## src/rtl/dl_arb_pkg.sv

```systemverilog
// Shared types and default sizing for the download/CPU memory arbiter.
package dl_arb_pkg;

   localparam int DEF_ADDR_W     = 25;
   localparam int DEF_FIFO_DEPTH = 4;
   localparam int DEF_DL_BURST   = 2;

   typedef enum logic [1:0] {
      IDLE    = 2'd0,
      CPU_ACC = 2'd1,
      DL_ACC  = 2'd2
   } arb_state_t;

   // Default-width buffer entry; the arbiter builds its own for non-default ADDR_W.
   typedef struct packed {
      logic [DEF_ADDR_W-1:0] addr;
      logic [7:0]            data;
   } dl_entry_t;

endpackage

```

## src/rtl/dl_mem_arbiter_if.sv

```systemverilog
// Memory command/response bus between the arbiter (master) and the memory (slave).
interface dl_mem_arbiter_if
   import dl_arb_pkg::*;
#(
   parameter int ADDR_W = DEF_ADDR_W
);

   logic              mem_req;
   logic              mem_we;
   logic [ADDR_W-1:0] mem_addr;
   logic [7:0]        mem_din;
   logic [7:0]        mem_dout;
   logic              mem_ack;

   modport master (
      output mem_req, mem_we, mem_addr, mem_din,
      input  mem_dout, mem_ack
   );

   modport slave (
      input  mem_req, mem_we, mem_addr, mem_din,
      output mem_dout, mem_ack
   );

endinterface

```

## src/rtl/dl_fifo.sv

```systemverilog
// Synchronous download write buffer; DEPTH must be a power of two so pointers wrap freely.
module dl_fifo
   import dl_arb_pkg::*;
#(
   parameter int  DEPTH   = DEF_FIFO_DEPTH,
   parameter type entry_t = dl_entry_t
) (
   input  logic                   clk_sys,
   input  logic                   reset_n,
   input  logic                   push,
   input  logic                   pop,
   input  entry_t                 wr_entry,
   output entry_t                 head,
   output logic                   full,
   output logic                   empty,
   output logic [$clog2(DEPTH):0] count
);

   localparam int PTR_W = $clog2(DEPTH);
   localparam logic [PTR_W:0] FULL_CNT = (PTR_W+1)'(DEPTH);

   entry_t           store_q [DEPTH];
   logic [PTR_W-1:0] wr_ptr_q, wr_ptr_d;
   logic [PTR_W-1:0] rd_ptr_q, rd_ptr_d;
   logic [PTR_W:0]   count_q, count_d;
   logic             do_push, do_pop;

   // A push into a full buffer is accepted when the head leaves in the same cycle.
   always_comb begin
      do_pop   = pop && (count_q != '0);
      do_push  = push && ((count_q != FULL_CNT) || do_pop);
      wr_ptr_d = wr_ptr_q + PTR_W'(do_push);
      rd_ptr_d = rd_ptr_q + PTR_W'(do_pop);
      count_d  = count_q + (PTR_W+1)'(do_push) - (PTR_W+1)'(do_pop);
   end

   always_ff @(posedge clk_sys or negedge reset_n) begin
      if (!reset_n) begin
         wr_ptr_q <= '0;
         rd_ptr_q <= '0;
         count_q  <= '0;
      end else begin
         wr_ptr_q <= wr_ptr_d;
         rd_ptr_q <= rd_ptr_d;
         count_q  <= count_d;
      end
   end

   always_ff @(posedge clk_sys) begin
      if (do_push) store_q[wr_ptr_q] <= wr_entry;
   end

   assign head  = store_q[rd_ptr_q];
   assign full  = (count_q == FULL_CNT);
   assign empty = (count_q == '0);
   assign count = count_q;

endmodule

```

## src/rtl/dl_mem_arbiter.sv

```systemverilog
// Arbitrates one memory port between buffered download writes and CPU accesses.
// Define DL_ARB_CPU_HOLD_EN to lock the CPU out for the whole download instead of DL_BURST sharing.
module dl_mem_arbiter
   import dl_arb_pkg::*;
#(
   parameter int ADDR_W     = DEF_ADDR_W,
   parameter int FIFO_DEPTH = DEF_FIFO_DEPTH,
   parameter int DL_BURST   = DEF_DL_BURST
) (
   input  logic              clk_sys,
   input  logic              reset_n,
   input  logic              dn_go,
   input  logic              dn_wr,
   input  logic [ADDR_W-1:0] dn_addr,
   input  logic [7:0]        dn_data,
   input  logic              cpu_req,
   input  logic              cpu_we,
   input  logic [ADDR_W-1:0] cpu_addr,
   input  logic [7:0]        cpu_din,
   output logic [7:0]        cpu_dout,
   output logic              cpu_ack,
   output logic              cpu_wait,
   dl_mem_arbiter_if.master  mem,
   output logic              dl_busy,
   output logic              dl_ovf
);

   localparam int CNT_W = (DL_BURST < 2) ? 1 : $clog2(DL_BURST + 1);
   localparam logic [CNT_W-1:0] BURST_MAX = CNT_W'(DL_BURST);

   typedef struct packed {
      logic [ADDR_W-1:0] addr;
      logic [7:0]        data;
   } entry_w_t;

   arb_state_t        state_q, state_d;
   logic [CNT_W-1:0]  dl_cnt_q, dl_cnt_d;
   logic              cpu_ack_q, cpu_ack_d;
   logic [7:0]        cpu_dout_q, cpu_dout_d;
   logic              mem_req_q, mem_req_d;
   logic              mem_we_q, mem_we_d;
   logic [ADDR_W-1:0] mem_addr_q, mem_addr_d;
   logic [7:0]        mem_din_q, mem_din_d;
   logic              dl_ovf_q, dl_ovf_d;
   logic              dn_go_prev_q, dn_go_prev_d;

   entry_w_t                    push_entry, head_entry;
   logic                        fifo_push, fifo_pop, fifo_full, fifo_empty;
   logic [$clog2(FIFO_DEPTH):0] fifo_count;
   logic                        cpu_pend, dl_grant_ok, cpu_grant_ok;

   assign push_entry = {dn_addr, dn_data};

   dl_fifo #(
      .DEPTH   (FIFO_DEPTH),
      .entry_t (entry_w_t)
   ) u_fifo (
      .clk_sys  (clk_sys),
      .reset_n  (reset_n),
      .push     (fifo_push),
      .pop      (fifo_pop),
      .wr_entry (push_entry),
      .head     (head_entry),
      .full     (fifo_full),
      .empty    (fifo_empty),
      .count    (fifo_count)
   );

   // cpu_req stays high during the ack cycle, so it must not look like a fresh request.
   assign cpu_pend = cpu_req && !cpu_ack_q;

`ifdef DL_ARB_CPU_HOLD_EN
   assign dl_grant_ok  = 1'b1;
   assign cpu_grant_ok = !dn_go;
`else
   assign dl_grant_ok  = !cpu_pend || (dl_cnt_q < BURST_MAX);
   assign cpu_grant_ok = 1'b1;
`endif

   always_comb begin
      state_d      = state_q;
      dl_cnt_d     = dl_cnt_q;
      cpu_ack_d    = 1'b0;
      cpu_dout_d   = cpu_dout_q;
      mem_req_d    = mem_req_q;
      mem_we_d     = mem_we_q;
      mem_addr_d   = mem_addr_q;
      mem_din_d    = mem_din_q;
      dn_go_prev_d = dn_go;
      fifo_pop     = 1'b0;

      case (state_q)
         IDLE: begin
            if (!cpu_req) dl_cnt_d = '0;
            if (!fifo_empty && dl_grant_ok) begin
               state_d    = DL_ACC;
               mem_req_d  = 1'b1;
               mem_we_d   = 1'b1;
               mem_addr_d = head_entry.addr;
               mem_din_d  = head_entry.data;
            end else if (cpu_pend && cpu_grant_ok) begin
               state_d    = CPU_ACC;
               mem_req_d  = 1'b1;
               mem_we_d   = cpu_we;
               mem_addr_d = cpu_addr;
               mem_din_d  = cpu_din;
            end
         end
         DL_ACC: begin
            if (mem.mem_ack) begin
               fifo_pop   = 1'b1;
               if (dl_cnt_q < BURST_MAX) dl_cnt_d = dl_cnt_q + CNT_W'(1);
               state_d    = IDLE;
               mem_req_d  = 1'b0;
               mem_we_d   = 1'b0;
               mem_addr_d = '0;
               mem_din_d  = '0;
            end
         end
         CPU_ACC: begin
            if (mem.mem_ack) begin
               if (!mem_we_q) cpu_dout_d = mem.mem_dout;
               cpu_ack_d  = 1'b1;
               dl_cnt_d   = '0;
               state_d    = IDLE;
               mem_req_d  = 1'b0;
               mem_we_d   = 1'b0;
               mem_addr_d = '0;
               mem_din_d  = '0;
            end
         end
         default: state_d = IDLE;
      endcase

      // A dropped byte outranks the clear from a new download starting in the same cycle.
      fifo_push = dn_wr && (!fifo_full || fifo_pop);
      if (dn_wr && fifo_full && !fifo_pop) dl_ovf_d = 1'b1;
      else if (dn_go && !dn_go_prev_q)     dl_ovf_d = 1'b0;
      else                                 dl_ovf_d = dl_ovf_q;
   end

   always_ff @(posedge clk_sys or negedge reset_n) begin
      if (!reset_n) begin
         state_q      <= IDLE;
         dl_cnt_q     <= '0;
         cpu_ack_q    <= 1'b0;
         cpu_dout_q   <= '0;
         mem_req_q    <= 1'b0;
         mem_we_q     <= 1'b0;
         mem_addr_q   <= '0;
         mem_din_q    <= '0;
         dl_ovf_q     <= 1'b0;
         dn_go_prev_q <= 1'b0;
      end else begin
         state_q      <= state_d;
         dl_cnt_q     <= dl_cnt_d;
         cpu_ack_q    <= cpu_ack_d;
         cpu_dout_q   <= cpu_dout_d;
         mem_req_q    <= mem_req_d;
         mem_we_q     <= mem_we_d;
         mem_addr_q   <= mem_addr_d;
         mem_din_q    <= mem_din_d;
         dl_ovf_q     <= dl_ovf_d;
         dn_go_prev_q <= dn_go_prev_d;
      end
   end

   assign mem.mem_req  = mem_req_q;
   assign mem.mem_we   = mem_we_q;
   assign mem.mem_addr = mem_addr_q;
   assign mem.mem_din  = mem_din_q;
   assign cpu_dout     = cpu_dout_q;
   assign cpu_ack      = cpu_ack_q;
   assign cpu_wait     = cpu_req && !cpu_ack_q;
   assign dl_busy      = dn_go || (fifo_count != '0) || (state_q == DL_ACC);
   assign dl_ovf       = dl_ovf_q;

endmodule

```

## src/flat_wrapper.sv

```systemverilog
// flat-port wrapper written by rule: the top's interface ports become plain ports
module dl_mem_arbiter_flat import dl_arb_pkg::*;
#(
   parameter int ADDR_W     = DEF_ADDR_W,
   parameter int FIFO_DEPTH = DEF_FIFO_DEPTH,
   parameter int DL_BURST   = DEF_DL_BURST
)
  (clk_sys, reset_n, dn_go, dn_wr, dn_addr, dn_data, cpu_req, cpu_we, cpu_addr, cpu_din, cpu_dout, cpu_ack, cpu_wait, dl_busy, dl_ovf, mem_mem_req, mem_mem_we, mem_mem_addr, mem_mem_din, mem_mem_dout, mem_mem_ack);
  dl_mem_arbiter_if #(.ADDR_W(ADDR_W)) mem_i ();
  input  logic clk_sys;
  input  logic reset_n;
  input  logic dn_go;
  input  logic dn_wr;
  input  logic [ADDR_W-1:0] dn_addr;
  input  logic [7:0] dn_data;
  input  logic cpu_req;
  input  logic cpu_we;
  input  logic [ADDR_W-1:0] cpu_addr;
  input  logic [7:0] cpu_din;
  output logic [7:0] cpu_dout;
  output logic cpu_ack;
  output logic cpu_wait;
  output logic dl_busy;
  output logic dl_ovf;
  output wire logic [$bits(mem_i.mem_req)-1:0] mem_mem_req;
  output wire logic [$bits(mem_i.mem_we)-1:0] mem_mem_we;
  output wire logic [$bits(mem_i.mem_addr)-1:0] mem_mem_addr;
  output wire logic [$bits(mem_i.mem_din)-1:0] mem_mem_din;
  input wire logic [$bits(mem_i.mem_dout)-1:0] mem_mem_dout;
  input wire logic [$bits(mem_i.mem_ack)-1:0] mem_mem_ack;
  assign mem_mem_req = mem_i.mem_req;
  assign mem_mem_we = mem_i.mem_we;
  assign mem_mem_addr = mem_i.mem_addr;
  assign mem_mem_din = mem_i.mem_din;
  assign mem_i.mem_dout = mem_mem_dout;
  assign mem_i.mem_ack = mem_mem_ack;
  dl_mem_arbiter #(.ADDR_W(ADDR_W), .FIFO_DEPTH(FIFO_DEPTH), .DL_BURST(DL_BURST)) u_core (.clk_sys(clk_sys), .reset_n(reset_n), .dn_go(dn_go), .dn_wr(dn_wr), .dn_addr(dn_addr), .dn_data(dn_data), .cpu_req(cpu_req), .cpu_we(cpu_we), .cpu_addr(cpu_addr), .cpu_din(cpu_din), .cpu_dout(cpu_dout), .cpu_ack(cpu_ack), .cpu_wait(cpu_wait), .mem(mem_i), .dl_busy(dl_busy), .dl_ovf(dl_ovf));
endmodule
```

## config.mk

```make
export PLATFORM = sky130hd
export DESIGN_NAME = dl_mem_arbiter_flat
export DESIGN_NICKNAME = d
export VERILOG_FILES = /design/src/rtl/dl_arb_pkg.sv /design/src/rtl/dl_mem_arbiter_if.sv /design/src/rtl/dl_fifo.sv /design/src/rtl/dl_mem_arbiter.sv /design/src/flat_wrapper.sv
export SDC_FILE = /design/constraint.sdc
export NUM_CORES = 1
export LEC_CHECK = 0
export CORE_UTILIZATION = 30
export CTS_CLUSTER_SIZE = 30
export DETAILED_ROUTE_END_ITERATION = 10
export GPL_ROUTABILITY_DRIVEN = 0
export RECOVER_POWER = 50
export SLEW_MARGIN = 20
export SYNTH_ARGS = -nofsm -noshare
export SYNTH_HDL_FRONTEND = slang
export SYNTH_SLANG_ARGS = --single-unit
```

## constraint.sdc

```tcl
create_clock -name clk_sys -period 5.15 [get_ports clk_sys]
set_clock_uncertainty 0.05 [all_clocks]
set_input_delay 0.7725 -clock clk_sys [delete_from_list [all_inputs] [get_ports clk_sys]]
set_output_delay 0.7725 -clock clk_sys [all_outputs]
set_load 0.03 [all_outputs]
```

==> results of run 1 <==
## layout make-up
type                       instances  share of cell area
clock buffer                      18              0.0444
tap                              324              0.0420
sequential                       189               0.558
antenna                            3            0.000777
inverter                           7             0.00272
timing repair buffer             131               0.134
clock inverter                    14              0.0234
multi-input combinational        193               0.194
## cells in the final DEF, fill, tap and decap left out, drive strengths merged
cell type      instances
edfxtp               132
clkdlybuf4s50         85
dfrtp                 57
dlygate4sd3           41
nand2                 40
mux2i                 34
mux4                  33
o21ai                 33
clkbuf                19
inv                   13
mux2                  10
ha                     8
nor2                   5
bufinv                 5
buf                    4
diode                  3
nand2b                 3
or3                    2
xnor2                  2
xor2                   2
nor3b                  2
nor2b                  2
a21oi                  2
clkinvlp               2
and3                   2
nor3                   2
a211oi                 1
and2                   1
nand3b                 1
a311o                  1
or2                    1
a221oi                 1
o22ai                  1
a22o                   1
o31ai                  1
a32o                   1
fa                     1
clkinv                 1
## how the worst max path moves through the flow
stage | endpoint | slack (ns) | cells after the start
3_5_place_dp | u_core.mem.mem_din[4]$_DFFE_PN0P_ | 1.58 | 5
6_report | u_core.mem.mem_din[7]$_DFFE_PN0P_ | 1.65 | 4
4_1_cts | u_core.mem.mem_din[5]$_DFFE_PN0P_ | 2.06 | 6
5_1_grt | u_core.mem.mem_din[7]$_DFFE_PN0P_ | 1.18 | 4
2_1_floorplan | u_core.u_fifo.store_q[1][0]$_DFFE_PP_ | 1.13 | 4
3_3_place_gp | u_core.mem.mem_din[5]$_DFFE_PN0P_ | 1.72 | 5
## registers in the layout, summed over array words and instances, names as in the netlist, 2 cells and up
register                cells
u_core.u_fifo.store_q     132
u_core.mem.mem_addr        25
u_core.cpu_dout             8
u_core.mem.mem_din          8
u_core.u_fifo.count         3
u_core.dl_cnt_q             2
u_core.state_q              2
u_core.u_fifo.rd_ptr_q      2
u_core.u_fifo.wr_ptr_q      2
## cell usage after synthesis, drive strengths merged, types with 2 or more instances
master    n  area, sq um
nor3      2         10.0
a21oi     2         10.0
o21ai    33          169
nor3b     2         15.0
dfrtp    57         1430
mux4     33          743
mux2     10          113
xnor2     2         17.5
ha        8          100
nor2      5         18.8
mux2i    34          340
or3       2         12.5
clkbuf    9         33.8
edfxtp  132         3960
nand2    40          158
xor2      2         17.5
buf      12         93.8
inv       7         26.3
nor2b     2         12.5
and3      2         12.5
nand2b    3         18.8
## routing by layer
layer | track usage | share of wire
met1 | 0.160 | 0.43
met3 | 0.0386 | 0.054
met4 | 0.0437 | 0.015
met2 | 0.219 | 0.50
met5 | 0 | 0
## worst max-delay path, cell delays in order (launching register included)
cell	delay [ns]
dfrtp_1	1.03
clkbuf_1	1.25
mux4_2	0.64
mux2i_1	0.22
o21ai_0	0.12
## per-stage QoR
stage | area, sq um | power (uW) | hold WS, ns
after floorplan | 7410 | 3800 | 0.411
after global placement | 9010 | 4400 | 0.413
after detailed placement | 9010 | 4490 | 0.426
after CTS | 9660 | 5960 | 0.399
after global routing | 9650 | 6210 | 0.434
final | 9660 | 5870 | 0.376
## kinds of logic (layout without fill, tap and decap cells)
logic type                 Yosys count  after routing
DFF                                189            189
muxes                               77             77
and+or+nand+nor                     61             61
AOI/OAI and AO/OA                   42             42
buffers and inverters               28            170
adders and majority gates            9              9
xor gates and xnor gates             4              4
other                                0              3
## power by group through the flow
| stage | clock [uW] | sequential [uW] | combinational [uW] |
|---|---|---|---|
| final | 1470 | 2330 | 2080 |
| after global routing | 1550 | 2390 | 2270 |
| after CTS | 1490 | 2340 | 2120 |
| after detailed placement | 0 | 2370 | 2120 |
| after global placement | 0 | 2350 | 2060 |
| after floorplan | 0 | 2530 | 1270 |
==> flow_metrics.py, run 1 <==
metrics = {
    "clock_network": {
        "cts_buffers": 17,
        "cts_resized": 0,
        "cts.sinks": 189,
        "path_clk_slew_ns": 0.07,
        "cts_setup_buffers": 0,
        "root_buffer": "clkbuf_16",
        "insertion_delay_ns": 0.43,
        "h-tree-depth": 4,
        "ctsLongestPathBuffers": 2,
        "cts_tree": "done",
        "cts_hold_buf": 0,
    },
    "global_route": {
        "overflow": 0,
        "grt_use_total": 0.130,
        "antenna_found_initial": 3,
        "grt_max_degree": 58,
        "grt_pass1_vias": 4322,
        "grt_pass1_wl_mm": 24.9,
    },
    "timing": {
        "slew_viol_final": 55,
        "finalCriticalPeriod_ns": 3.50,
        "setup-violations-final": 0,
        "hold_viol": 0,
        "min_period_over_period": 0.679,
        "slew_headroom": -0.464,
        "fin_ws_ns": 1.65,
        "finalSetupTns_ns": 0,
        "worst-slew-pin-transition_ns": 2.19,
        "rsz0062_at_grt": "no",
        "fmax_mhz": 286,
    },
    "route": {
        "drc": 0,
        "vias_per_cell": 4.56,
        "ant_nets": 0,
        "drt_iter0_drc": 212,
        "firstDrtPassIters": 4,
        "wirelength_mm": 15.5,
        "via_count": 4010,
        "wire_per_inst_um": 17.6,
    },
    "cells_and_area": {
        "syn_to_final_growth_pct": 30.3,
        "multiInputGateArea_sq_um": 1880,
        "final_util": 0.398,
        "fillCellCount": 2234,
        "layout.nets": 629,
        "drive_gt1_frac": 0.154,
        "regArea_sq_um": 5390,
        "final_cells": 879,
    },
    "critical_path": {
        "rr_worst_depth": 4,
        "startpoint_type": "register",
        "crit-reg2reg-capture": "u_core.mem.mem_din[7]$_DFFE_PN0P_",
        "crit_arrival_ns": 3.72,
        "reg2reg_from": "u_core.u_fifo.rd_ptr_q[0]$_DFF_PN0_",
        "end_kind": "register",
        "cp_max_fo": 18,
        "critPathLaunch": "u_core.u_fifo.rd_ptr_q[0]$_DFF_PN0_",
        "r2r_slack_ns": 1.65,
        "worst-endpoint-required_ns": 5.38,
        "crit_type": "register to register",
    },
    "yosys": {
        "synth_flop_cell": "edfxtp_1",
        "synthXorXnorAreaFrac": 0.00473,
        "async_reset_ff_frac": 0.302,
        "synthMuxAreaShare": 0.161,
        "synth_simple_gate_area_frac": 0.0375,
        "synthCells": 410,
        "synth_edf_count": 132,
        "synthAdderAreaFrac": 0.0162,
        "synth_seq_cells": 189,
        "syn_nets": 500,
        "syn_avg_cell_area_sq_um": 18.1,
        "synth_top_family_by_area": "multiplexers",
        "netlist_area_sq_um": 7410,
        "ys_seq_area_frac": 0.727,
        "synth_warnings": 0,
        "synth_compound_gate_area_share": 0.0321,
        "synthDistinctLibCells": 37,
    },
    "worst_hold_path": {
        "hold_class": "input port to asynchronous set/reset pin",
    },
    "pwr": {
        "internal_power_uw": 3890,
        "power_frac_clock": 0.250,
        "netSwitchingFraction": 0.338,
        "power_frac_seq": 0.396,
        "powerDensity_nw_per_um2": 608,
        "peakVddDrop_v": 0.000273,
        "p_sw_uw": 1980,
        "p_comb_frac": 0.354,
        "p_leak_uw": 0.00342,
    },
    "die": {
        "pin_count": 128,
        "die_y_um": 159,
        "core_sq_um": 24200,
        "die_area_sq_um": 25300,
        "start_util": 0.306,
        "row_count": 57,
        "dieWidth_um": 159,
    },
    "placement": {
        "dpl_worst_slack_ns": 1.58,
        "dp_cells": 844,
        "dp_hpwl_mm": 9.60,
        "port_buffers": 127,
    },
    "flow_run": {
        "cap_violations": 2,
    },
    "outcome": {
        "violations": "capacitance limit, slew limit",
        "status": "finished, violations left",
    },
}
(Power assumes the default switching activity.)
==> run 2: changes to the inputs <==
==> constraint.sdc (replaced) <==
create_clock -name clk_sys -period 3.22 [get_ports clk_sys]
set_clock_uncertainty 0.05 [all_clocks]
set_input_delay 0.483 -clock clk_sys [delete_from_list [all_inputs] [get_ports clk_sys]]
set_output_delay 0.483 -clock clk_sys [all_outputs]
set_load 0.03 [all_outputs]
==> flow_metrics.py, run 2 (same netlist as run 1, synthesis figures left out) <==
metrics = {
    "outcome": {
        "status": "finished, violations left",
        "violations": "capacitance limit, slew limit",
    },
    "route": {
        "wire_per_inst_um": 17.9,
        "ant_nets": 0,
        "via_count": 4032,
        "drt_iter0_drc": 173,
        "vias_per_cell": 4.59,
        "firstDrtPassIters": 4,
        "wirelength_mm": 15.7,
        "drc": 0,
    },
    "placement": {
        "dp_hpwl_mm": 9.55,
        "port_buffers": 127,
    },
    "clock_network": {
        "cts_hold_buf": 0,
        "h-tree-depth": 4,
        "path_clk_slew_ns": 0.07,
        "cts_tree": "done",
        "cts_resized": 0,
        "cts_buffers": 17,
        "cts_setup_buffers": 0,
        "ctsLongestPathBuffers": 2,
        "cts.sinks": 189,
        "insertion_delay_ns": 0.42,
        "root_buffer": "clkbuf_16",
    },
    "timing": {
        "finalCriticalPeriod_ns": 2.74,
        "worst-slew-pin-transition_ns": 1.59,
        "min_period_over_period": 0.850,
        "setup-violations-final": 0,
        "fmax_mhz": 365,
        "hold_viol": 0,
        "slew_headroom": -0.0618,
        "slew_viol_final": 58,
        "rsz0062_at_grt": "no",
        "whs_ns": 0.414,
    },
    "die": {
        "die_area_sq_um": 25300,
        "pin_count": 128,
        "dieWidth_um": 159,
        "start_util": 0.306,
        "die_y_um": 159,
        "core_sq_um": 24200,
        "row_count": 57,
    },
    "cells_and_area": {
        "syn_to_final_growth_pct": 30.4,
        "largest_register_ffs": 132,
        "final_util": 0.398,
        "layout_common_cells": "132 x edfxtp_1, 85 x clkdlybuf4s50_1, 55 x dfrtp_1, 41 x dlygate4sd3_1, 39 x nand2_1",
        "layout.nets": 630,
        "drive_gt1_frac": 0.161,
        "fillCellCount": 2225,
        "layout_commonest_cell": "edfxtp_1",
        "regMostFlops": "u_core.u_fifo.store_q",
    },
    "global_route": {
        "grt_use_total": 0.133,
        "antenna_found_initial": 2,
        "grt_pass1_wl_mm": 25.1,
        "overflow": 0,
        "grt_pass1_vias": 4467,
        "grt_max_degree": 58,
    },
    "critical_path": {
        "cp_max_fo": 4,
        "worst-endpoint-required_ns": 2.69,
        "crit_type": "register to output port",
        "end_kind": "output port",
        "crit_arrival_ns": 2.21,
        "startpoint_type": "register",
    },
    "pwr": {
        "p_leak_uw": 0.00342,
        "peakVddDrop_v": 0.000464,
        "power_uw": 9350,
        "powerDensity_nw_per_um2": 967,
    },
    "worst_hold_path": {
        "hold_class": "input port to asynchronous set/reset pin",
    },
    "flow_run": {
        "cap_violations": 1,
    },
}
run 2: critical path: stages (launching register included):
cell             delay [ns]
dfrtp_1                0.41
or3_1                  0.45
or3_1                  0.33
clkdlybuf4s50_1        0.59
run 2: per-layer routing:
metal	vias up	track usage	wire length, um
met5	-	0	0
met4	0	0.0428	212
met3	17	0.0401	652
met2	105	0.224	7930
met1	2079	0.163	6900
li1	1831	-	-
run 2: stage by stage:
step / setup slack (ns) / cells / cell area, sq um / setup TNS [ns]
after detailed placement: 0.424 / 845 / 9030 / 0
after floorplan: -0.763 / 410 / 7410 / -67.75
after global routing: 0.378 / 876 / 9660 / 0
after CTS: 0.429 / 876 / 9660 / 0
after global placement: 0.462 / 845 / 9030 / 0
final: 0.482 / 878 / 9660 / 0
run 2: layout make-up:
type                            count  area, sq um  area share
Antenna cell                        2         5.00    0.000518
Clock buffer                       18          429      0.0444
Clock inverter                     13          206      0.0214
Inverter                            7         26.3     0.00272
Multi-Input combinational cell    193         1880       0.195
Sequential cell                   189         5390       0.558
Tap cell                          324          405      0.0420
Timing Repair Buffer              132         1320       0.136
run 2: power breakdown:
part	switching [uW]	internal, uW	total, uW	leakage (uW)
sequential	365	3320	3680	0.00193
combinational	1890	1510	3410	0.00119
clock	933	1320	2260	0.000304
total	3190	6150	9350	0.00342
run 2: worst paths after layout:
path                                              startpoint                             endpoint  slack, ns  cells after the start
setup / recovery            u_core.u_fifo.count[1]$_DFF_PN0_                              dl_busy       0.48                      3
hold / removal                                       reset_n       u_core.dl_cnt_q[1]$_DFFE_PN0P_       0.41                      1
setup reg to reg               u_core.state_q[0]$_DFFE_PN0P_     u_core.u_fifo.count[2]$_DFF_PN0_       0.59                     11
min in group clk_sys       u_core.mem.mem_din[5]$_DFFE_PN0P_    u_core.mem.mem_din[5]$_DFFE_PN0P_       0.43                      2
hold reg to reg            u_core.mem.mem_din[5]$_DFFE_PN0P_    u_core.mem.mem_din[5]$_DFFE_PN0P_       0.43                      2
max in group asynchronous                            reset_n  u_core.u_fifo.rd_ptr_q[0]$_DFF_PN0_       1.66                      1
==> run 3: changes to the inputs <==
--- a/config.mk
+++ b/config.mk
@@ -6,7 +6,7 @@
 export NUM_CORES = 1
 export LEC_CHECK = 0
 export CORE_UTILIZATION = 30
-export CTS_CLUSTER_SIZE = 30
+export CTS_CLUSTER_SIZE = 10
 export DETAILED_ROUTE_END_ITERATION = 10
 export GPL_ROUTABILITY_DRIVEN = 0
 export RECOVER_POWER = 50
==> results of run 3 <==
Same layout as run 2: the final DEF is identical, and so are final timing and power.
